--- config.mk ---
export PLATFORM = sky130hd
export DESIGN_NAME = led_matrix_scroller
export DESIGN_NICKNAME = d
export VERILOG_FILES = /design/src/rtl/led_matrix_scroller.sv
export SDC_FILE = /design/constraint.sdc
export NUM_CORES = 1
export LEC_CHECK = 0
export CAP_MARGIN = 0
export CORE_ASPECT_RATIO = 0.75
export CORE_MARGIN = 2
export CORE_UTILIZATION = 40
export DETAILED_ROUTE_END_ITERATION = 8
export PLACE_DENSITY_LB_ADDON = 0.15
export SLEW_MARGIN = 20
export SYNTH_ARGS = -nofsm -noshare
export SYNTH_HDL_FRONTEND = slang
export SYNTH_SLANG_ARGS = --single-unit
--- constraint.sdc ---
create_clock -name clk -period 5.6 [get_ports clk]
set_input_delay 1.12 -clock clk [delete_from_list [all_inputs] [get_ports clk]]
set_output_delay 1.12 -clock clk [all_outputs]
set_load 0.05 [all_outputs]
--- src/rtl/led_matrix_scroller.sv ---
// -----------------------------------------------------------------------------
// led_matrix_scroller
//
// Purpose:
//   Column-multiplexed LED matrix controller with a per-row circular message
//   buffer. One column is lit at a time for SCAN_DIV clocks. The visible window
//   is COLS consecutive message positions starting at the scroll pointer. The
//   pointer steps left or right once every SCROLL_FRAMES full frames, and wraps
//   around the MSG_LEN-bit buffer.
//
// Ports:
//   clk        in   system clock, rising edge
//   rst        in   synchronous active-high reset, clears all state
//   mode       in   00 blank, 01 scroll left, 10 scroll right, 11 static
//   load_en    in   write strobe for the message buffer (single-cycle write,
//                   no handshake; rows outside 0..ROWS-1 are ignored)
//   load_row   in   target buffer row for a load
//   load_data  in   row pattern, MSB = message position 0
//   row_out    out  row drive for the active column, active-high
//   col_out    out  one-hot column select, active-high
//   frame_tick out  one-cycle pulse closing each full column scan
// -----------------------------------------------------------------------------
module led_matrix_scroller #(
    parameter int ROWS          = 5,
    parameter int COLS          = 7,
    parameter int MSG_LEN       = 16,
    parameter int SCAN_DIV      = 4,
    parameter int SCROLL_FRAMES = 8
) (
    input  logic                     clk,
    input  logic                     rst,
    input  logic [1:0]               mode,
    input  logic                     load_en,
    input  logic [$clog2(ROWS)-1:0]  load_row,
    input  logic [MSG_LEN-1:0]       load_data,
    output logic [ROWS-1:0]          row_out,
    output logic [COLS-1:0]          col_out,
    output logic                     frame_tick
);

    // Counter widths are kept at least one bit so that divide-by-one settings
    // still elaborate cleanly.
    localparam int SCAN_W = (SCAN_DIV > 1)      ? $clog2(SCAN_DIV)      : 1;
    localparam int FRM_W  = (SCROLL_FRAMES > 1) ? $clog2(SCROLL_FRAMES) : 1;
    localparam int COL_W  = (COLS > 1)          ? $clog2(COLS)          : 1;
    localparam int PTR_W  = (MSG_LEN > 1)       ? $clog2(MSG_LEN)       : 1;
    localparam int SUM_W  = PTR_W + 1;

    localparam logic [SCAN_W-1:0] SCAN_LAST = SCAN_W'(SCAN_DIV - 1);
    localparam logic [FRM_W-1:0]  FRM_LAST  = FRM_W'(SCROLL_FRAMES - 1);
    localparam logic [COL_W-1:0]  COL_LAST  = COL_W'(COLS - 1);
    localparam logic [PTR_W-1:0]  PTR_LAST  = PTR_W'(MSG_LEN - 1);
    localparam logic [SUM_W-1:0]  SUM_WRAP  = SUM_W'(MSG_LEN);

    localparam logic [1:0] MODE_BLANK  = 2'b00;
    localparam logic [1:0] MODE_LEFT   = 2'b01;
    localparam logic [1:0] MODE_RIGHT  = 2'b10;
    localparam logic [1:0] MODE_STATIC = 2'b11;

    // State
    logic [MSG_LEN-1:0] r_buf [ROWS];
    logic [PTR_W-1:0]   r_ptr;
    logic [SCAN_W-1:0]  r_scan_cnt;
    logic [COL_W-1:0]   r_col_idx;
    logic [FRM_W-1:0]   r_frame_cnt;
    logic [ROWS-1:0]    r_row_out;
    logic [COLS-1:0]    r_col_out;
    logic               r_frame_tick;

    // Combinational helpers
    logic               w_scan_last;
    logic               w_col_last;
    logic               w_frame_end;
    logic               w_load_ok;
    logic [PTR_W-1:0]   w_ptr_next;
    logic [SUM_W-1:0]   w_sum;
    logic [PTR_W-1:0]   w_k;
    logic [PTR_W-1:0]   w_bit;
    logic [ROWS-1:0]    w_row_pix;
    logic [COLS-1:0]    w_col_onehot;

    assign w_scan_last = (r_scan_cnt == SCAN_LAST);
    assign w_col_last  = (r_col_idx == COL_LAST);
    assign w_frame_end = w_scan_last && w_col_last;
    assign w_load_ok   = load_en && (int'(load_row) < ROWS);

    // Pointer step applied at a scroll event; static and blank hold it.
    always_comb begin
        w_ptr_next = r_ptr;
        case (mode)
            MODE_LEFT:  w_ptr_next = (r_ptr == PTR_LAST) ? '0 : r_ptr + PTR_W'(1);
            MODE_RIGHT: w_ptr_next = (r_ptr == '0) ? PTR_LAST : r_ptr - PTR_W'(1);
            MODE_STATIC,
            MODE_BLANK: w_ptr_next = r_ptr;
            default:    w_ptr_next = r_ptr;
        endcase
    end

    // Message position of the active column: (ptr + col_idx) mod MSG_LEN.
    // Both operands are below MSG_LEN, so one conditional subtract is enough.
    // Position 0 lives in the MSB, hence the final PTR_LAST - k.
    always_comb begin
        w_sum = SUM_W'(r_ptr) + SUM_W'(r_col_idx);
        if (w_sum >= SUM_WRAP) begin
            w_k = PTR_W'(w_sum - SUM_WRAP);
        end else begin
            w_k = PTR_W'(w_sum);
        end
        w_bit = PTR_LAST - w_k;
        for (int r = 0; r < ROWS; r++) begin
            w_row_pix[r] = r_buf[r][w_bit];
        end
    end

    always_comb begin
        w_col_onehot = '0;
        for (int c = 0; c < COLS; c++) begin
            w_col_onehot[c] = (r_col_idx == COL_W'(c));
        end
    end

    always_ff @(posedge clk) begin
        if (rst) begin
            r_ptr        <= '0;
            r_scan_cnt   <= '0;
            r_col_idx    <= '0;
            r_frame_cnt  <= '0;
            r_row_out    <= '0;
            r_col_out    <= '0;
            r_frame_tick <= 1'b0;
            for (int r = 0; r < ROWS; r++) begin
                r_buf[r] <= '0;
            end
        end else begin
            // Scan timing runs in every mode so blank periods keep frame rhythm.
            r_scan_cnt <= w_scan_last ? '0 : r_scan_cnt + SCAN_W'(1);
            if (w_scan_last) begin
                r_col_idx <= w_col_last ? '0 : r_col_idx + COL_W'(1);
            end

            r_frame_tick <= w_frame_end;

            if (w_frame_end) begin
                if (r_frame_cnt == FRM_LAST) begin
                    r_frame_cnt <= '0;
                    r_ptr       <= w_ptr_next;
                end else begin
                    r_frame_cnt <= r_frame_cnt + FRM_W'(1);
                end
            end

            // Row and column lines update on the same edge to avoid ghosting.
            if (mode == MODE_BLANK) begin
                r_col_out <= '0;
                r_row_out <= '0;
            end else begin
                r_col_out <= w_col_onehot;
                r_row_out <= w_row_pix;
            end

            if (w_load_ok) begin
                r_buf[load_row] <= load_data;
            end
        end
    end

    assign row_out    = r_row_out;
    assign col_out    = r_col_out;
    assign frame_tick = r_frame_tick;

endmodule

==> Word level (Yosys, flattened, before mapping) <==
Memory sizes are Yosys's and may differ from the RTL's.
Index checks and enable logic that the tools add are counted.
{ "totals": {"elab_cells": 66, "n_memories": 1, "ff_bits": 25, "ramBits": 80, "input_bits": 24} }
{ "op_classes": {"reduce_logical": 10, "n_lt_le_gt_ge": 3, "eq_ne": 12, "bitwise": 1, "n_addsub": 8, "muxes": 24} }
{ "memory_table": {"columns": ["name", "depth", "width", "rd", "rd_ports_with_merged_regs", "wr", "line_no", "rtl"], "rows": [
  ["r_buf", 5, 16, 5, 0, 5, "61", "logic [MSG_LEN-1:0] r_buf [ROWS];"]
]} }
{ "op_table": {"columns": ["operator", "count"], "rows": [
  ["binary-select mux 1 bit (select 4 bit)", 5],
  ["2-to-1 mux 16 bit", 1],
  ["OR reduction 16 bit", 1],
  ["== test 3 bit, second input constant", 4],
  ["2-to-1 mux 4 bit", 3],
  ["2-to-1 mux 1 bit", 11],
  ["2-to-1 mux 3 bit", 3],
  ["case mux 4 bit (2 select lines)", 1],
  ["subtractor 4 x 1 -> 4 bit, second input constant", 2],
  ["adder 3 x 1 -> 3 bit, second input constant", 2],
  ["== test 2 bit, second input constant", 3],
  ["== test 3 x 2 -> 1 bit, second input constant", 2],
  ["OR reduction 2 bit", 3],
  ["adder 4 x 3 -> 5 bit", 1],
  [">= comparator 5 bit, second input constant", 1],
  ["< comparator 4 x 5 -> 1 bit, second input constant", 1],
  ["adder 4 x 1 -> 4 bit, second input constant", 1],
  ["== test 4 bit, second input constant", 1],
  ["zero test 4 bit", 1],
  ["subtractor 4 bit, first input constant", 1],
  ["== test 3 x 1 -> 1 bit, second input constant", 1],
  ["zero test 3 bit", 1],
  ["< comparator 3 bit, second input constant", 1],
  ["AND reduction 3 bit", 1],
  ["5 further kinds", 6]
]} }

==> Longest topological paths before layout <==
Gate-level depths: netlist of the first run.
{ "logic_depth": {"word_depth": 7, "depth_mapped": 6, "ltp_nobuf": 6} }

==> Worst setup path after synthesis of the first run <==
OpenSTA, ideal clock, no wires.
{ "synth_timing": {"path_type": "input to register", "startpoint": "input load_row[1]", "endpoint": "memory r_buf[4][0], enable pin", "path_stages": 3, "setup_time_ns": 0.334, "slack_ns": 3.103, "arrival_time_ns": 2.163, "path_cell_list": "or3b_4 nor3b_4 or2_2"} }
{ "synth_rtl": {"columns": ["element", "line_no", "rtl"], "rows": [
  ["start: declaration", "34", "input logic [$clog2(ROWS)-1:0] load_row,"],
  ["end: declaration", "61", null]
]} }

==> flow_summary.toml, run 1 <==
[yosys]
ys_top_cells_by_count = "83 x and2_1, 80 x edfxtp_1, 25 x dfxtp_1"
synth_seq_area_share_pct = 60.73
postSynthAreaPerCell_um2 = 14.44
yosysMostFrequentCell = "and2_1"
synthFlopType = "edfxtp_1"
synth_compound_area_share_pct = 3.246
synthesis.area_mm2 = 0.004780
synthMuxAreaShare_pct = 12.57
yosys.area_share.simple_pct = 17.23
synthXorXnorAreaFrac_pct = 0.9424
synth_top_family_by_area = "simple AND/OR/NAND/NOR gates"
ys_seq_elements = 105
ys_async_sr_fraction_pct = 0
synthAdderAreaFrac_pct = 3.298
yosys.area.top_type_share_pct = 50.26
synthCells = 331
synth_top_area_cell = "edfxtp_1"
synth-edff-count = 80
yosysWarnings = 0
ys_types = 39
synth.net_count = 367
synth_area_leaders = "edfxtp_1 50%, and2_1 11%, dfxtp_1 10%, mux4_2 9.4%, mux2i_1 3.1%"

[sta]
max_freq_mhz = 328.0
worstMarginPinSlew_ns = 1.082
fin_crit_ns = 3.049
setup_tns_ns = 0
report.final.slew_viol_count = 0
hold_violations = 0
setup_ws_ns = 2.551
period_share_pct = 54.45
clock_skew_ns = 0.01058
setup_viol = 0
rsz0062_at_grt = "false"
relSlewSlack_pct = 27.79

[worst_setup_path]
r2r_end = "row_out[4]"
crit_buf_inv = 2
worstReg2RegStart = "r_col_idx[0]"
cp.depth = 5
crit_type = "in2reg"
crit_family = "simple AND/OR/NAND/NOR gates"
worst-r2r-setup-slack_ns = 2.74
worst-path-max-fanout = 21
crit_chain = "clkdlybuf4s50_1, buf_4, nand3b_1, nor2_1, or2_2"
cp-end-kind = "flop"
max_stage_delay_ns = 0.59
critPathLaunchType = "input port"
required_ns = 5.61
crit_slowest_cell = "nor2_1"
arrival_ns = 3.05
worst-r2r-cell-count = 5

[detailed_routing]
vias = 2707
drt_iter0_markers = 137
wl_per_cell_um = 19.04
drt_wl_total_mm = 10.15
routed_via_density = 5.079
drt_pre_antenna_iters = 4
ant_nets = 0
drc = 0

[outcome]
outcome = "complete, no violations"

[min_path]
min_path_type = "reg2reg"
hold_depth = 1
hp-start = "r_scan_cnt[0]"
min_to = "r_scan_cnt[0]"

[die]
die_w_um = 130.2
placementRows = 34
start_util_pct = 41.15
die-height_um = 98.67
core_mm2 = 0.01161
ios = 37
dieArea_mm2 = 0.01285

[cts]
cts_tree = "yes"
cts_buffers = 9
cts_resized = 0
postCtsSetupBuffers = 0
cts_root_buffer = "clkbuf_16"
cts_buffer_depth = 2
htreeDepth = 3
clkTransAtPathRegs_ns = 0.07
clk_latency_ns = 0.35
cts.sinks = 105
postCtsHoldBufs = 0

[power_and_ir_drop]
p_sw_uw = 378.0
p_leak_uw = 0.001975
p_sw_share_pct = 23.30
peakVddDrop_mv = 0.1482
combPwrFrac_pct = 8.1
powerDensity_mw_per_mm2 = 291.2
pwr-share-seq_pct = 55.0
p_total_uw = 1622
intPower_uw = 1244
p_clk_share_pct = 36.8

[layout]
final_util_pct = 47.97
final_layout_size_suffix_gt1_share_pct = 13.75
fin_nets = 402
multi_input_area_mm2 = 0.001782
diodes = 0
areaGrowthSynthToFinish_pct = 16.57
fillCellCount = 1041
seq_area_mm2 = 0.002903

[place]
place_ws_ns = 2.218
portBuffers = 36
post-dp-hpwl_mm = 6.698
gp_congestion = 0.7367

[grt]
grt_pass1_wl_mm = 15.59
grt_pass1_vias = 2639
overflow = 0
grt_use_total_pct = 16.95
grt_max_degree = 22
antenna_found_initial = 0

[flow_run]
drv_cap = 0
[worst register-to-register path, stage by stage, from the launching register on]
cell and delay [ns]:
dfxtp_1 0.42, ha_1 0.27, fa_1 1.21, mux4_2 0.45, mux2i_1 0.26, o22ai_1 0.12
[power groups by stage]
stage               registers (uW)  clock network [uW]  logic (uW)
global placement               909                   0         131
finish                         893                 598         132
CTS                            893                 609         134
floorplan                      915                   0        67.7
global route                   897                 641         141
detailed placement             911                   0         134
[worst max path at each step]
stage | startpoint | to | slack (ns)
after detailed placement | rst | r_buf[3][15] | 2.22
final | rst | r_buf[3][11] | 2.55
after global routing | rst | r_buf[3][14] | 2.37
after CTS | rst | r_buf[3][12] | 2.58
after global placement | load_en | r_buf[4][12] | 2.27
after floorplan | load_row[1] | r_buf[4][0] | 3.10
[cells in the final DEF, fill, tap and decap left out, types with 2 or more instances in the layout]
cell type / count
a211oi_1: 2
a21o_1: 2
a21oi_1: 5
a31oi_1: 2
and2_1: 83
buf_4: 3
clkbuf_16: 9
clkdlybuf4s50_1: 36
dfxtp_1: 25
edfxtp_1: 80
ha_1: 11
inv_1: 6
inv_6: 2
mux2i_1: 15
mux4_2: 20
nand2_1: 5
nand2b_1: 3
nand3_1: 2
nand3b_1: 3
nor2_1: 13
nor3_1: 5
nor4_1: 4
o21ai_0: 4
o22ai_1: 5
or2_2: 6
xnor2_1: 2
[metal layers]
layer	part of all wire [%]	track usage, %	vias up
met5	0	0	-
met4	0.86	4.218	0
met3	4.9	3.963	7
met2	45	26.02	69
met1	49	24.53	1347
li1	-	-	1284
[area by class of cell]
type / instances / share of cell area, %
inverters: 6 / 0.4042
clock inverters: 7 / 0.9656
flip-flops and latches: 105 / 52.10
clock buffers: 9 / 4.042
repair buffers: 39 / 6.872
well taps: 162 / 3.638
multi-input cells: 205 / 31.98
[per-stage QoR]
stage,hold slack (ns),cell area [um2],instances
floorplan,0.4043,4780,331
global placement,0.4132,5293,517
detailed placement,0.4203,5293,517
CTS,0.4300,5572,533
global route,0.4412,5572,533
finish,0.4264,5572,533
[cell families after synthesis]
group	Yosys count
fa+ha+maj	12
simple gates	131
mux	35
xor+xnor	3
flops	105
compound gates	24
buf+inv	21
[sequential cells by signal (all words and copies together) (netlist names)]
signal,count
r_scan_cnt,2
r_buf,80
r_col_idx,3
r_ptr,4
col_out,7
r_frame_cnt,3
frame_tick,1
row_out,5
Note: power is estimated with default switching activity, not from simulation.
==> run 2, diff against run 1 <==
- clock period: 5.6 -> 2.88 ns (I/O delays scaled with it)
==> run 2 against run 1 <==
Cell count increased by 1.5%. Largest cell class unchanged. Total power increased by 99%. Combinational power increased by 89%. Critical path type is now reg2reg. Global-route usage decreased by 1.4 points. Setup slack got worse by 1.9 ns. Wire length decreased by 11%. Clock power increased by 110%. Worst hold slack improved by 0.00098 ns. Highest routed layer unchanged. Clock skew decreased by 0.00068 ns. Sequential cell count unchanged. Critical path depth increased by 1.
==> flow_summary.toml, run 2 (synthesized netlist as in run 1, its figures left out) <==
[outcome]
outcome = "complete, no violations"

[worst_setup_path]
worst-r2r-setup-slack_ns = 0.60
crit_family = "adder cells"
critPathLaunchType = "flop"
required_ns = 3.06
crit_chain = "ha_1, fa_1, buf_4, mux4_2, mux2i_1, o22ai_1"
crit_type = "reg2reg"
r2r_end = "row_out[2]"
max_stage_delay_ns = 0.49
crit_slowest_cell = "fa_1"
worst-r2r-cell-count = 6
worst-path-max-fanout = 20
worstReg2RegStart = "r_ptr[0]"
arrival_ns = 2.46
crit_buf_inv = 1
cp-end-kind = "flop"

[layout]
largest_register = "r_buf"
stdcell_count = 541
areaGrowthSynthToFinish_pct = 18.27
layout_commonest_cell = "and2_1"
mostFrequentLayoutCells = "83 x and2_1, 80 x edfxtp_1, 36 x clkdlybuf4s50_1"
largest_register_ffs = 80
final_layout_size_suffix_gt1_share_pct = 15.83
diodes = 0
fillCellCount = 1018
seq_area_mm2 = 0.002903
multi_input_area_mm2 = 0.001782
fin_nets = 410

[sta]
period_share_pct = 79.01
report.final.slew_viol_count = 0
worstMarginPinSlew_ns = 0.5891
relSlewSlack_pct = 59.61
setup_tns_ns = 0
rsz0062_at_grt = "false"
setup_viol = 0
max_freq_mhz = 439.5
clock_skew_ns = 0.009900
hold_violations = 0
fin_crit_ns = 2.275

[die]
start_util_pct = 41.15
dieArea_mm2 = 0.01285
ios = 37
die_w_um = 130.2
die-height_um = 98.67
placementRows = 34
core_mm2 = 0.01161

[flow_run]
drv_cap = 0

[cts]
cts_root_buffer = "clkbuf_16"
postCtsSetupBuffers = 0
cts.sinks = 105
clkTransAtPathRegs_ns = 0.07
cts_resized = 0
cts_tree = "yes"
cts_buffers = 9
clk_latency_ns = 0.35
postCtsHoldBufs = 0
htreeDepth = 3
cts_buffer_depth = 2

[detailed_routing]
drt_iter0_markers = 103
ant_nets = 0
wl_per_cell_um = 16.61
dr_wl_met3_um = 334
drt_pre_antenna_iters = 4
met2_wirelength_mm = 4.099
routed_via_density = 4.876
maxUsedRoutingLayer = "met4"
drc = 0
drt_wl_total_mm = 8.986
wl_met1_mm = 4.434
vias = 2638

[min_path]
hp-start = "r_scan_cnt[0]"
min_to = "r_scan_cnt[0]"
min_path_type = "reg2reg"
hold_depth = 1

[power_and_ir_drop]
p_leak_uw = 0.002034
powerDensity_mw_per_mm2 = 571.6
peakVddDrop_mv = 0.2947

[grt]
antenna_found_initial = 0
grt_use_total_pct = 15.50
overflow = 0
grt_max_degree = 22
grt_pass1_wl_mm = 14.73
grt_pass1_vias = 2702

[place]
dp_cells = 525
portBuffers = 36
gp_congestion = 0.7756
post-dp-hpwl_mm = 6.159
run 2: layout make-up:
cell class / instances / share of cell area [%]
inverters: 6 / 0.3984
flip-flops and latches: 105 / 51.35
well taps: 162 / 3.586
repair buffers: 47 / 7.835
multi-input cells: 205 / 31.52
clock buffers: 9 / 3.984
clock inverters: 7 / 1.328
run 2: power breakdown:
part	switching (uW)	internal (uW)	total [uW]
Combinational	132	118	250
Sequential	23.5	1710	1730
Clock	565	684	1250
Total	720	2510	3230
run 2: worst register-to-register path: cells and delay by family (launching register included):
kind,cells,cell delay (ns)
fa+ha+maj,2,0.75
mux,2,0.54
flops,1,0.39
buf+inv,1,0.29
compound gates,1,0.13
run 2: metrics by stage:
stage / hold WS (ns) / utilization, % / area, um2 / setup slack, ns / total power [uW]
after floorplan: 0.4043 / - / 4780 / 0.7884 / 1911
after global placement: 0.4124 / 46.09 / 5353 / 0.3747 / 2018
after detailed placement: 0.4175 / 46.09 / 5353 / 0.3767 / 2022
after CTS: 0.4319 / 48.67 / 5653 / 0.5557 / 3269
after global routing: 0.4513 / 48.67 / 5653 / 0.4696 / 3343
final: 0.4274 / 48.67 / 5653 / 0.6046 / 3231
run 2: layer usage:
metal | vias up | global-route usage [%]
li1 | 1298 | -
met1 | 1281 | 21.76
met2 | 49 | 23.40
met3 | 10 | 4.506
met4 | 0 | 4.880
met5 | - | 0
run 2: worst max path at each step:
stage / end / start / depth (start not counted)
finish: row_out[2] / r_ptr[0] / 6
global placement: row_out[2] / rst / 6
global route: row_out[2] / r_ptr[1] / 5
floorplan: row_out[0] / r_ptr[0] / 6
CTS: row_out[2] / r_ptr[0] / 6
detailed placement: row_out[2] / rst / 6
